## config.mk

```make
export PLATFORM = sky130hd
export DESIGN_NAME = queue_sched_flat
export DESIGN_NICKNAME = d
export VERILOG_FILES = /design/src/rtl/queue_sched_pkg.sv /design/src/rtl/queue_sched_if.sv /design/src/rtl/queue_sched_rr_arbiter.sv /design/src/rtl/queue_sched.sv /design/src/flat_wrapper.sv
export SDC_FILE = /design/constraint.sdc
export NUM_CORES = 1
export LEC_CHECK = 0
export BUFFER_PORTS_ARGS = -buffer_cell sky130_fd_sc_hd__buf_2
export CORE_ASPECT_RATIO = 0.9
export CORE_MARGIN = 3
export CORE_UTILIZATION = 42
export DETAILED_ROUTE_END_ITERATION = 10
export MAX_ROUTING_LAYER = met4
export PLACE_DENSITY = 0.81
export SKIP_LAST_GASP = 1
export SLEW_MARGIN = 20
export SYNTH_ARGS = -nofsm -noshare
export SYNTH_HDL_FRONTEND = slang
export SYNTH_HIERARCHICAL = 1
export SYNTH_SLANG_ARGS = --single-unit
```

## constraint.sdc

```tcl
create_clock -name CLK -period 1.7 [get_ports CLK]
set_input_delay 0.085 -clock CLK [delete_from_list [all_inputs] [get_ports CLK]]
set_output_delay 0.085 -clock CLK [all_outputs]
set_load 0.02 [all_outputs]
```

## src/rtl/queue_sched_pkg.sv

```systemverilog
// queue_sched_pkg: shared state encoding, defaults and id-width helper for the queue scheduler
package queue_sched_pkg;
  typedef enum logic [2:0] {IDLE, FILL, PAD, SETTLE, HOLD} state_t;
  localparam int DEF_BYTES_PER_WORD = 4;
  localparam logic [7:0] DEF_PAD_BYTE = 8'h00;
  function automatic int id_w(input int n);
    return $clog2(n);
  endfunction
endpackage

```

## src/rtl/queue_sched_if.sv

```systemverilog
// queue_sched_if: producer byte ports, queue write port and word handshake of the scheduler
interface queue_sched_if import queue_sched_pkg::*; #(parameter int N_REQ = 4);
  logic [N_REQ-1:0] REQ_VALID, REQ_READY, REQ_LAST;
  logic [8*N_REQ-1:0] REQ_DATA;
  logic Q_EN, WORD_VALID, WORD_READY, BUSY;
  logic [7:0] Q_DATA;
  logic [id_w(N_REQ)-1:0] WORD_SRC;
  modport master (
    input REQ_VALID, REQ_DATA, REQ_LAST, WORD_READY,
    output REQ_READY, Q_EN, Q_DATA, WORD_VALID, WORD_SRC, BUSY
  );
  modport slave (
    output REQ_VALID, REQ_DATA, REQ_LAST, WORD_READY,
    input REQ_READY, Q_EN, Q_DATA, WORD_VALID, WORD_SRC, BUSY
  );
endinterface

```

## src/rtl/queue_sched_rr_arbiter.sv

```systemverilog
// rr_arbiter: picks the first set request at or above ptr, wrapping past N_REQ-1
module rr_arbiter import queue_sched_pkg::*; #(
  parameter int N_REQ = 4,
  localparam int IW = id_w(N_REQ)
) (
  input  logic [N_REQ-1:0] req,
  input  logic [IW-1:0]    ptr,
  output logic [IW-1:0]    gnt_id,
  output logic             gnt_any
);
  logic [IW-1:0] idx;
  always_comb begin
    gnt_id = '0;
    idx = '0;
    gnt_any = |req;
    for (int k = N_REQ - 1; k >= 0; k--) begin
      idx = IW'((int'(ptr) + k) % N_REQ);
      gnt_id = req[idx] ? idx : gnt_id;
    end
  end
endmodule

```

## src/rtl/queue_sched.sv

```systemverilog
// queue_sched: round-robin packer of requester bytes into padded queue words with a word handshake
module queue_sched import queue_sched_pkg::*; #(
  parameter int N_REQ = 4,
  parameter int BYTES_PER_WORD = DEF_BYTES_PER_WORD,
  parameter logic [7:0] PAD_BYTE = DEF_PAD_BYTE
) (
  input logic CLK,
  input logic RST,
  queue_sched_if.master bus
);
  localparam int IW = id_w(N_REQ);
  localparam int CW = $clog2(BYTES_PER_WORD) + 1;
  localparam logic [CW-1:0] LAST_CNT = CW'(BYTES_PER_WORD - 1);
  state_t state_q, state_d;
  logic [CW-1:0] cnt_q, cnt_d;
  logic [IW-1:0] src_q, src_d, ptr_q, ptr_d, gnt_id;
  logic [7:0] q_data_q, q_data_d, sel_data;
  logic q_en_q, q_en_d, word_valid_q, word_valid_d, gnt_any, sel_valid, sel_last;
  rr_arbiter #(.N_REQ(N_REQ)) u_arb (
    .req(bus.REQ_VALID),
    .ptr(ptr_q),
    .gnt_id(gnt_id),
    .gnt_any(gnt_any)
  );
  assign sel_valid = bus.REQ_VALID[src_q];
  assign sel_last = bus.REQ_LAST[src_q];
  assign sel_data = bus.REQ_DATA[{src_q, 3'b000} +: 8];
  assign bus.REQ_READY = state_q == FILL ? N_REQ'(1) << src_q : '0;
  assign bus.Q_EN = q_en_q;
  assign bus.Q_DATA = q_data_q;
  assign bus.WORD_VALID = word_valid_q;
  assign bus.WORD_SRC = src_q;
  assign bus.BUSY = state_q != IDLE;
  always_comb begin
    state_d = state_q;
    cnt_d = cnt_q;
    src_d = src_q;
    ptr_d = ptr_q;
    q_en_d = 1'b0;
    q_data_d = q_data_q;
    word_valid_d = word_valid_q;
    case (state_q)
      IDLE: begin
        src_d = gnt_any ? gnt_id : src_q;
        cnt_d = gnt_any ? '0 : cnt_q;
        state_d = gnt_any ? FILL : IDLE;
      end
      FILL: begin
        q_en_d = sel_valid;
        q_data_d = sel_valid ? sel_data : q_data_q;
        cnt_d = sel_valid ? cnt_q + CW'(1) : cnt_q;
        state_d = !sel_valid ? FILL : cnt_q == LAST_CNT ? SETTLE : sel_last ? PAD : FILL;
      end
      PAD: begin
        q_en_d = 1'b1;
        q_data_d = PAD_BYTE;
        cnt_d = cnt_q + CW'(1);
        state_d = cnt_q == LAST_CNT ? SETTLE : PAD;
      end
      SETTLE: begin
        state_d = q_en_q ? SETTLE : HOLD;
        word_valid_d = !q_en_q;
      end
      HOLD: begin
        word_valid_d = !bus.WORD_READY;
        ptr_d = !bus.WORD_READY ? ptr_q : src_q == IW'(N_REQ - 1) ? '0 : src_q + IW'(1);
        state_d = bus.WORD_READY ? IDLE : HOLD;
      end
      default: state_d = IDLE;
    endcase
  end
  always_ff @(posedge CLK or posedge RST) begin
    if (RST) begin
      state_q <= IDLE;
      cnt_q <= '0;
      src_q <= '0;
      ptr_q <= '0;
      q_en_q <= 1'b0;
      q_data_q <= '0;
      word_valid_q <= 1'b0;
    end else begin
      state_q <= state_d;
      cnt_q <= cnt_d;
      src_q <= src_d;
      ptr_q <= ptr_d;
      q_en_q <= q_en_d;
      q_data_q <= q_data_d;
      word_valid_q <= word_valid_d;
    end
  end
endmodule

```

## src/flat_wrapper.sv

```systemverilog
// flat-port wrapper written by rule: the top's interface ports become plain ports
module queue_sched_flat import queue_sched_pkg::*;
#(
  parameter int N_REQ = 4,
  parameter int BYTES_PER_WORD = DEF_BYTES_PER_WORD,
  parameter logic [7:0] PAD_BYTE = DEF_PAD_BYTE
)
  (CLK, RST, bus_REQ_VALID, bus_REQ_DATA, bus_REQ_LAST, bus_WORD_READY, bus_REQ_READY, bus_Q_EN, bus_Q_DATA, bus_WORD_VALID, bus_WORD_SRC, bus_BUSY);
  queue_sched_if #(.N_REQ(N_REQ)) bus_i ();
  input logic CLK;
  input logic RST;
  input wire logic [$bits(bus_i.REQ_VALID)-1:0] bus_REQ_VALID;
  input wire logic [$bits(bus_i.REQ_DATA)-1:0] bus_REQ_DATA;
  input wire logic [$bits(bus_i.REQ_LAST)-1:0] bus_REQ_LAST;
  input wire logic [$bits(bus_i.WORD_READY)-1:0] bus_WORD_READY;
  output wire logic [$bits(bus_i.REQ_READY)-1:0] bus_REQ_READY;
  output wire logic [$bits(bus_i.Q_EN)-1:0] bus_Q_EN;
  output wire logic [$bits(bus_i.Q_DATA)-1:0] bus_Q_DATA;
  output wire logic [$bits(bus_i.WORD_VALID)-1:0] bus_WORD_VALID;
  output wire logic [$bits(bus_i.WORD_SRC)-1:0] bus_WORD_SRC;
  output wire logic [$bits(bus_i.BUSY)-1:0] bus_BUSY;
  assign bus_i.REQ_VALID = bus_REQ_VALID;
  assign bus_i.REQ_DATA = bus_REQ_DATA;
  assign bus_i.REQ_LAST = bus_REQ_LAST;
  assign bus_i.WORD_READY = bus_WORD_READY;
  assign bus_REQ_READY = bus_i.REQ_READY;
  assign bus_Q_EN = bus_i.Q_EN;
  assign bus_Q_DATA = bus_i.Q_DATA;
  assign bus_WORD_VALID = bus_i.WORD_VALID;
  assign bus_WORD_SRC = bus_i.WORD_SRC;
  assign bus_BUSY = bus_i.BUSY;
  queue_sched #(.N_REQ(N_REQ), .BYTES_PER_WORD(BYTES_PER_WORD), .PAD_BYTE(PAD_BYTE)) u_core (.CLK(CLK), .RST(RST), .bus(bus_i));
endmodule
```

After elaboration in Yosys (flattened, before gate mapping)
Cells that the tools add are included.
- bits in registers: 20
- logic and storage cells: 72
- $add $sub $neg: 5
- magnitude comparators: 5
- equality and inequality tests: 8
- shift-type cells: 2
- muxes and demuxes: 33
- reduce and logical (&&, ||, !) cells: 12
- operators by type and width (cell ; count):
    32-bit by 6-bit indexed part select with 8-bit output ; 1
    3-bit two-way mux ; 6
    8-bit one-hot mux with 2 select lines ; 1
    2-bit by 3-bit less-than comparator with 1-bit output (second input constant) ; 5
    3-bit one-hot mux with 5 select lines ; 1
    1-bit binary-select mux with 2-bit select ; 6
    2-bit two-way mux ; 6
    3-bit by 2-bit equality test with 1-bit output (second input constant) ; 3
    3-bit one-hot mux with 3 select lines ; 1
    1-bit two-way mux ; 8
    8-bit two-way mux ; 1
    2-bit AND reduction ; 3
    3-bit nonzero test ; 2
    2-bit by 1-bit adder with 2-bit output (second input constant) ; 2
    2-bit adder (second input constant) ; 2
    4-bit two-way mux ; 1
    2-bit by 1-bit != test with 1-bit output (second input constant) ; 2
    1-bit one-hot mux with 2 select lines ; 2
    2-bit nonzero test ; 2
    4-bit OR reduction ; 1
    1-bit by 2-bit left shift with 4-bit output (first input constant) ; 1
    3-bit by 1-bit adder with 3-bit output (second input constant) ; 1
    3-bit by 1-bit equality test with 1-bit output (second input constant) ; 1
    3-bit equality test (second input constant) ; 1
    4 further kinds ; 5

Logic depth before layout (Yosys ltp)
Gate-level depths: netlist of the first run.
- depth in word-level cells: 7
- gate-level depth with buffers: 5
- gate-level depth less buffers: 5

Hierarchy
The synthesis of the first run kept the hierarchy.
- by module, submodules not included (module ; times used ; cells an instance ; area an instance (µm²)):
    queue_sched ; 1 ; 106 ; 1287.5
    rr_arbiter ; 1 ; 15 ; 81.3

Least setup slack after synthesis of the first run
Ideal clock, no wire load.
- kind: register -> register
- from: register u_core.src_q[0] (netlist: u_core/bus.WORD_SRC[0])
- to: register u_core.q_data_q[0] (netlist: u_core/bus.Q_DATA[0])
- library setup time: 125 ps
- arrival: 1641 ps
- slack: -65 ps
- stages on the path, launching flop included: 4
- clock period less this slack: 1765 ps
- cells stage by stage: dfrtp_1 -> buf_2 -> mux4_2 -> mux2_2
- cells in the longest elaborated chain, start to end: 4
- elaborated cells between the ends (all ways): 7
- classes of those cells: 1 x eq/ne; 1 x shift; 4 x mux; 1 x reduce/logical
- ends and longest elaborated chain (what ; RTL line ; source):
    start, declared ; queue_sched.sv:16 ; logic [IW-1:0] src_q, src_d, ptr_q, ptr_d, gnt_id;
    start signal, assigned ; queue_sched.sv:84 ; src_q <= src_d;
    branches (longest 4 deep; another with 32-bit by 6-bit indexed part select with 8-bit output) ; -- ;
    end signal, assigned ; queue_sched.sv:87 ; q_data_q <= q_data_d;
    end, declared ; queue_sched.sv:17 ; logic [7:0] q_data_q, q_data_d, sel_data;
Several ways; the timed one is not identified. The select of a mux whose other input is x is not followed.
A chain may end at the register's enable or synchronous reset.

Final worst setup path of the first run
- from: register u_core.src_q[0] (netlist: u_core/bus.WORD_SRC[0])
- to: register u_core.q_data_q[1] (netlist: u_core/bus.Q_DATA[1])
Same word-level chain as after synthesis.

==> results of run 1 <==
-- worst max-delay path: stages, from the launching register on --
cell     delay [ns]
dfrtp_2        0.40
mux4_2         0.55
nand2_2        0.22
mux2_2         0.37
-- power by group through the flow --
stage / combinational [uW] / sequential [uW] / clock, uW
2_1_floorplan: 1100 / 984 / 0
3_3_place_gp: 1710 / 861 / 0
3_5_place_dp: 1750 / 865 / 0
4_1_cts: 1760 / 855 / 406
5_1_grt: 1920 / 898 / 428
6_report: 1740 / 859 / 391
-- cells in the mapped netlist (all sizes together) (5+ instances only) --
cell type  count
a21oi          5
dfrtp         20
ha             6
inv           10
mux2          11
mux4          10
nand2          6
nor2           6
nor2b          8
-- metal layers --
layer / track usage, % / vias up / wire (um)
met5: - / - / 0
met4: 7.25 / 0 / 48
met3: 3.76 / 6 / 196
met2: 29.6 / 45 / 1610
met1: 21.6 / 581 / 1310
li1: - / 582 / -
-- flip-flops by register name (all words and copies together), names as in the netlist --
signal and flops:
u_core/bus.WORD_VALID 1, u_core/state_q 3, u_core/bus.Q_EN 1, u_core/bus.Q_DATA 8, u_core/ptr_q 2, u_core/cnt_q 3
u_core/bus.WORD_SRC 2
-- worst max path at each step --
stage / from / end / slack (ns) / cells past startpoint
3_3_place_gp: u_core/bus.WORD_SRC[0] / u_core/bus.Q_DATA[5] / 0.13 / 3
6_report: u_core/bus.WORD_SRC[0] / u_core/bus.Q_DATA[1] / 0.05 / 3
2_1_floorplan: u_core/bus.WORD_SRC[0] / u_core/bus.Q_DATA[0] / 0.04 / 3
4_1_cts: u_core/state_q[0] / bus_REQ_READY[0] / 0.03 / 4
3_5_place_dp: u_core/bus.WORD_SRC[0] / u_core/bus.Q_DATA[1] / 0.08 / 3
5_1_grt: u_core/bus.WORD_SRC[0] / u_core/bus.Q_DATA[2] / 0.005 / 3
-- timing repair --
| item | CTS | global route |
|---|---|---|
| buffers inserted | 0 | 0 |
| hold endpoints to repair | 21 | 0 |
| gates resized for setup | 0 | 2 |
| hold buffers | 2 | 0 |
| endpoints found under the setup margin | 0 | 4 |
-- metrics by stage --
stage,util [%],instance area (um^2)
3_5_place_dp,57.2,1770
3_3_place_gp,57.2,1770
5_1_grt,59.8,1850
6_report,59.8,1850
2_1_floorplan,-,1370
4_1_cts,59.6,1840
-- cell families (layout without fill, tap and decap cells) --
family	count (synthesis)	in the layout	synth area share, %
AND/OR/NAND/NOR	35	35	15.3
AO/OA/AOI/OAI	22	22	11.3
multiplexers	22	22	26.2
flip-flops	20	20	36.6
buffers and inverters	15	85	4.48
adder cells (fa/ha/maj)	6	6	5.48
XOR/XNOR	1	1	0.640
-- layout make-up --
class	count	area (um^2)	share of cell area [%]
sequential	20	503	27.2
clock buffer	3	22.5	1.22
tap	42	52.6	2.85
clock inverter	1	30.0	1.63
timing repair buffer	71	394	21.3
inverter	10	37.5	2.03
multi-input combinational	86	807	43.7
==> results_dict.tcl, run 1 <==
set metrics [dict create \
    setup_viol_count_final 0 \
    core_um2 3090 \
    ys_top_cells_by_area "dfrtp_1 (37%), mux4_2 (16%), mux2_2 (9.0%)" \
    hold_violations 0 \
    place_congestion 0.864 \
    drt_pre_antenna_iters 4 \
    max-cap-violations 0 \
    port_buffers 59 \
    power_leakage_uw 0.000932 \
    tightest_slew_ns 0.300 \
    power.net_switching_uw 1190 \
    area_growth_pct 34.9 \
    power_uw 2990 \
    final_common_cell "buf_2" \
    ys_seq_elements 20 \
    critPathMaxFanout 9 \
    nNetsFinal 241 \
    start_util_pct 44.3 \
    grt_max_degree 21 \
    hold_depth 5 \
    syn_nets 170 \
    crit_path_end_kind "flop" \
    p_comb_share_pct 58.3 \
    r2r-end "u_core/bus.Q_DATA[1]" \
    drc 0 \
    ys_warn_count 6 \
    diodes 0 \
    preCtsSetupSlack_ns 0.0790 \
    timing.final.ws_setup_ns 0.0548 \
    peakVddDrop_v 0.000803 \
    max_slew_margin_pct 79.7 \
    wl_per_cell_um 13.6 \
    boundaryPins 60 \
    power_density_nw_per_um2 1620 \
    clk_latency_ns 0.31 \
    drt-total-wl_um 3170 \
    synthCells 121 \
    holdPathEnd "u_core/bus.WORD_SRC[1]" \
    synth_edf_count 0 \
    timing.rr.start "u_core/bus.WORD_SRC[0]" \
    post-route-period-util_pct 96.8 \
    grt_setup_unrepaired "no" \
    ys_async_sr_fraction_pct 100 \
    reg2regPathDepth 3 \
    vias_per_cell 5.21 \
    cts_tree "built" \
    clock.fmax_ghz 0.608 \
    first_iter_violations 57 \
    place_hpwl_um 2570 \
    drive_gt1_share_pct 52.9 \
    postRouteAntennaNets 0 \
    fillCellCount 288 \
    antenna_found_initial 0 \
    min_period_ns 1.65 \
    seq_power_share_pct 28.7 \
    worstSetupPathType "flop to flop" \
    dp_cells 227 \
    clockPowerShare_pct 13.1 \
    die_area_um2 3980 \
    synth.distinct_cells 30 \
    dieHeight_um 60.2 \
    path_clk_slew_ns 0.11 \
    whs_ns 0.175 \
    layout_common_cells "buf_2 (59), dfrtp_1 (18), mux2_2 (11)" \
    tns_ns 0 \
    cp.arrival_ns 1.85 \
    clock_skew_ns 0.00449 \
    synth_area_leader_cell "dfrtp_1" \
    grt_pass1_vias 1190 \
    synth_seq_area_share_pct 36.6 \
    grt_overflow 0 \
    worstHoldPathType "input pin to flop" \
    clockRootBuffer "clkbuf_4" \
    swShare_pct 39.8 \
    clock-sinks 20 \
    netlist_area_um2 1370 \
    r2r_setup_slack_ns 0.05 \
    rows 19 \
    status "finished, final reports clean" \
    synth_ff_type "dfrtp_1" \
    clockBufferDepth 2 \
    fin_cells 233 \
    grt_usage_pct 18.0 \
    dr_total_vias 1214 \
    synth_top_area_share_pct 36.6 \
    grt_pass1_wl_um 5220 \
    drv_slew 0 \
    syn_avg_cell_area_um2 11.3 \
    setup.worst_path.start_class "flop" \
    intPower_uw 1800 \
    die_x_um 66.2 \
    htreeDepth 1 \
    cts_buffers 3 \
    min_from "bus_REQ_VALID[3]" \
    cp.required_ns 1.91 \
]
(Power assumes the default switching activity.)
==> run 2: changes to the inputs <==
PLACE_DENSITY = unset   (was 0.81)
PLACE_DENSITY_LB_ADDON = 0.08   (was unset)
==> results_dict.tcl, run 2 (same netlist as run 1, synthesis figures left out) <==
set metrics [dict create \
    finish.utilization_pct 59.8 \
    diodes 0 \
    path_clk_slew_ns 0.12 \
    place_hpwl_um 2550 \
    clockBufferDepth 2 \
    die_area_um2 3980 \
    layout_common_cells "buf_2 (59), dfrtp_1 (18), mux2_2 (11)" \
    clock_skew_ns 0.00537 \
    dp_cells 227 \
    start_util_pct 44.3 \
    cts_buffers 3 \
    fillCellCount 295 \
    grt_max_degree 15 \
    postRouteAntennaNets 0 \
    grt_usage_pct 17.2 \
    worstSetupPathType "flop to flop" \
    power_density_nw_per_um2 1630 \
    clockPowerShare_pct 13.1 \
    drv_slew 0 \
    status "finished, final reports clean" \
    clock-sinks 20 \
    grt_pass1_vias 1161 \
    dr_total_vias 1196 \
    nNetsFinal 241 \
    place_congestion 0.840 \
    r2r_setup_slack_ns 0.06 \
    vias_per_cell 5.13 \
    worstHoldPathType "input pin to flop" \
    cts_tree "built" \
    cpLargestDelayFamily "multiplexers" \
    slowest_stage "mux4_2" \
    timing.rr.start "u_core/bus.WORD_SRC[0]" \
    swShare_pct 40.0 \
    seq_power_share_pct 29.0 \
    clock.fmax_ghz 0.609 \
    setup.worst_path.start_class "flop" \
    place_area_um2 1770 \
    port_buffers 59 \
    cp.required_ns 1.90 \
    clockRootBuffer "clkbuf_4" \
    rows 19 \
    drive_gt1_share_pct 52.9 \
    crit_cells 3 \
    worstPathCellList "mux4_2, nand2_2, mux2_2" \
    p_comb_share_pct 58.0 \
    core_um2 3090 \
    wl_per_cell_um 13.7 \
    max_slew_margin_pct 63.2 \
    preCtsSetupSlack_ns 0.0661 \
    max_stage_delay_ns 0.55 \
    die_x_um 66.2 \
    area_growth_pct 34.9 \
    min_period_ns 1.64 \
    power_leakage_uw 0.000932 \
    boundaryPins 60 \
    dieHeight_um 60.2 \
    reg2regPathDepth 3 \
    power.net_switching_uw 1200 \
    cp-startpoint "u_core/bus.WORD_SRC[0]" \
    endpoint "u_core/bus.Q_DATA[2]" \
    timing.final.ws_setup_ns 0.0575 \
    final_common_cell "buf_2" \
    post_cts_buffers 0 \
    clk_latency_ns 0.30 \
    grt_pass1_wl_um 5090 \
    max-cap-violations 0 \
    drt-total-wl_um 3190 \
    htreeDepth 1 \
    cp.arrival_ns 1.84 \
    grt_setup_unrepaired "yes" \
    worstPathBufferInverterCount 0 \
    post-route-cell-area_um2 1850 \
    hold_violations 0 \
    largest_reg_flops 8 \
    drc 0 \
    tightest_slew_ns 0.552 \
    setup_viol_count_final 0 \
    drt_pre_antenna_iters 4 \
    grt_overflow 0 \
    r2r-end "u_core/bus.Q_DATA[2]" \
    critPathMaxFanout 9 \
    crit_path_end_kind "flop" \
    intPower_uw 1800 \
    post-route-period-util_pct 96.6 \
    antenna_found_initial 0 \
    first_iter_violations 38 \
    peakVddDrop_v 0.000822 \
    fin_cells 233 \
]
-- run 2: cell counts in the layout (fill, tap and decap cells not counted) --
No cell type changed its count.
-- run 2: repair_timing --
item                                    CTS  global route
endpoints found under the hold margin    14             0
endpoints found under the setup margin    0             4
gates resized for setup                   0             2
hold buffers                              2             0
-- run 2: how the worst min path moves through the flow --
stage,slack (ns),to,depth (start not counted),startpoint
after global placement,0.16,u_core/bus.Q_DATA[1],2,RST
after detailed placement,0.17,u_core/bus.Q_DATA[3],2,RST
after floorplan,0.05,u_core/bus.Q_DATA[0],1,RST
after global routing,0.20,u_core/bus.Q_DATA[5],3,bus_REQ_DATA[5]
after CTS,0.17,u_core/bus.WORD_SRC[1],5,bus_REQ_VALID[3]
final,0.18,u_core/bus.WORD_SRC[1],5,bus_REQ_VALID[3]
-- run 2: per-layer routing --
| metal | wire [um] | share of wire [%] | global-route usage [%] |
|---|---|---|---|
| met2 | 1600 | 50 | 28.4 |
| met3 | 188 | 5.9 | 3.38 |
| met5 | 0 | 0 | - |
| met1 | 1380 | 43 | 22.5 |
| met4 | 16 | 0.50 | 2.90 |
-- run 2: area by class of cell --
cell class	count	area, um^2	area share (%)
inverter	10	37.5	2.03
sequential	20	503	27.2
timing repair buffer	71	394	21.3
tap	42	52.6	2.85
multi-input combinational	86	807	43.7
clock buffer	3	22.5	1.22
clock inverter	1	30.0	1.63
-- run 2: worst reg2reg max path: stages, from the launching register on --
cell and delay, ns:
dfrtp_2 0.40, mux4_2 0.55, nand2_2 0.22, mux2_2 0.37
-- run 2: power groups by stage --
stage          Clock (uW)  Sequential [uW]  Combinational, uW
4_1_cts               406              867               1760
3_5_place_dp            0              876               1750
5_1_grt               426              904               1920
6_report              393              871               1740
3_3_place_gp            0              862               1710
2_1_floorplan           0              984               1100
-- run 2: through the flow --
stage	total power, uW	setup TNS, ns	hold WS, ns
floorplan	2080	0	0.0488
global placement	2570	0	0.165
detailed placement	2620	0	0.165
CTS	3030	0	0.169
global route	3250	-0.0327	0.204
finish	3010	0	0.180
==> run 3: changes to the inputs <==
CORE_MARGIN = 2   (was 3)
REMOVE_ABC_BUFFERS = 1   (was unset)
clock period = 2.1 ns   (was 1.7 ns; I/O delays follow)
==> results_dict.tcl, run 3 (same netlist as run 1, synthesis figures left out) <==
set metrics [dict create \
    status "finished, final reports clean" \
    antenna_found_initial 0 \
    cp.arrival_ns 1.92 \
    first_iter_violations 60 \
    worstPathCellList "nor3b_2, nor2b_1, mux2_2" \
    cp.required_ns 2.29 \
    min_period_ns 1.72 \
    peakVddDrop_v 0.000726 \
    seq_power_share_pct 30.1 \
    tns_ns 0 \
    port_buffers 59 \
    die_area_um2 3730 \
    diodes 0 \
    die_x_um 64.2 \
    drt-total-wl_um 3370 \
    dieHeight_um 58.2 \
    max_stage_delay_ns 0.62 \
    rows 19 \
    drv_slew 0 \
    grt_usage_pct 19.6 \
    drive_gt1_share_pct 50.0 \
    area_growth_pct 30.6 \
    holdPathEnd "u_core/bus.WORD_SRC[1]" \
    largest_reg_flops 8 \
    cpLargestDelayFamily "simple AND/OR/NAND/NOR gates" \
    vias_per_cell 5.19 \
    power_density_nw_per_um2 1320 \
    clockPowerShare_pct 13.5 \
    critPathMaxFanout 14 \
    place_congestion 0.738 \
    clockBufferDepth 2 \
    start_util_pct 44.3 \
    place_hpwl_um 2680 \
    cts_buffers 3 \
    min_from "bus_REQ_VALID[3]" \
    worstPathBufferInverterCount 0 \
    power_uw 2360 \
    ctsHoldBuffers 2 \
    max_slew_margin_pct 48.8 \
    r2r_setup_slack_ns 0.38 \
    post_cts_buffers 0 \
    nNetsFinal 234 \
    grt_pass1_wl_um 5410 \
    hold_depth 5 \
    max-cap-violations 0 \
    clk_latency_ns 0.31 \
    worstSetupPathType "flop to flop" \
    slowest_stage "dfrtp_1" \
    setup_viol_count_final 0 \
    htreeDepth 1 \
    drt_pre_antenna_iters 4 \
    power_leakage_uw 0.000897 \
    worstHoldPathType "input pin to flop" \
    finish.utilization_pct 57.9 \
    power.net_switching_uw 968 \
    hold_violations 0 \
    grt_max_degree 21 \
    dr_total_vias 1174 \
    postRouteAntennaNets 0 \
    wl_per_cell_um 14.9 \
    post-route-period-util_pct 82.1 \
    final_common_cell "buf_2" \
    setup.worst_path.start_class "flop" \
    cts_tree "built" \
    grt_setup_unrepaired "no" \
    p_comb_share_pct 56.4 \
    intPower_uw 1390 \
    timing.rr.start "u_core/state_q[1]" \
    layout_common_cells "buf_2 (59), dfrtp_1 (20), mux2_2 (11)" \
    drc 0 \
    tightest_slew_ns 0.767 \
    clock.fmax_ghz 0.580 \
    swShare_pct 41.0 \
    clockRootBuffer "clkbuf_4" \
    clock_skew_ns 0.0155 \
    path_clk_slew_ns 0.13 \
    dp_cells 220 \
    fillCellCount 281 \
    boundaryPins 60 \
    grt_overflow 0 \
    clock-sinks 20 \
    r2r-end "u_core/bus.Q_DATA[5]" \
    crit_path_end_kind "flop" \
    reg2regPathDepth 3 \
    grt_pass1_vias 1171 \
    fin_cells 226 \
    postCtsResizedCells 0 \
    core_um2 3090 \
]
[run 3: cell count changes in the layout (fill, tap and decap cells not counted), sizes merged]
cell and delta:
buf -7
[run 3: worst min-delay path: stages]
cell and delay (ns):
buf_2 0.11, inv_1 0.07, a21oi_1 0.07, nand2_1 0.05, o21ai_0 0.07
[run 3: final cells by class]
cell class / instances / area [um^2] / share of cell area (%)
sequential: 20 / 500 / 28.0
timing repair buffer: 64 / 338 / 18.9
multi-input combinational: 86 / 807 / 45.1
tap: 42 / 52.6 / 2.94
clock buffer: 3 / 22.5 / 1.26
inverter: 10 / 37.5 / 2.10
clock inverter: 1 / 30.0 / 1.68
[run 3: routing by layer]
metal,vias up,GRT usage (%),part of all wire (%)
met2,33,36.9,53
met5,-,-,0
met1,568,22.3,42
li1,571,-,-
met4,0,2.74,0.50
met3,2,3.50,4.5
[run 3: how the worst max path moves through the flow]
stage | to | depth (start not counted) | start | slack, ns
floorplan | u_core/bus.Q_DATA[0] | 3 | u_core/bus.WORD_SRC[0] | 0.01
global placement | u_core/bus.Q_DATA[1] | 3 | u_core/state_q[1] | 0.44
detailed placement | u_core/bus.Q_DATA[7] | 3 | u_core/state_q[1] | 0.42
CTS | bus_REQ_READY[3] | 3 | u_core/state_q[0] | 0.37
global route | u_core/bus.Q_DATA[5] | 3 | u_core/state_q[1] | 0.21
finish | u_core/bus.Q_DATA[5] | 3 | u_core/state_q[1] | 0.38
[run 3: power groups by stage]
stage / Clock [uW] / Sequential, uW / Combinational (uW)
floorplan: 0 / 879 / 773
finish: 318 / 711 / 1330
detailed placement: 0 / 718 / 1340
global route: 340 / 737 / 1460
CTS: 325 / 712 / 1350
global placement: 0 / 710 / 1310
[run 3: stage by stage]
stage / setup slack [ns] / hold slack (ns) / cell area [um^2]
5_1_grt: 0.212 / 0.223 / 1790
3_5_place_dp: 0.421 / 0.290 / 1720
3_3_place_gp: 0.442 / 0.291 / 1720
2_1_floorplan: 0.00987 / 0.0688 / 1350
4_1_cts: 0.366 / 0.210 / 1790
6_report: 0.376 / 0.221 / 1790
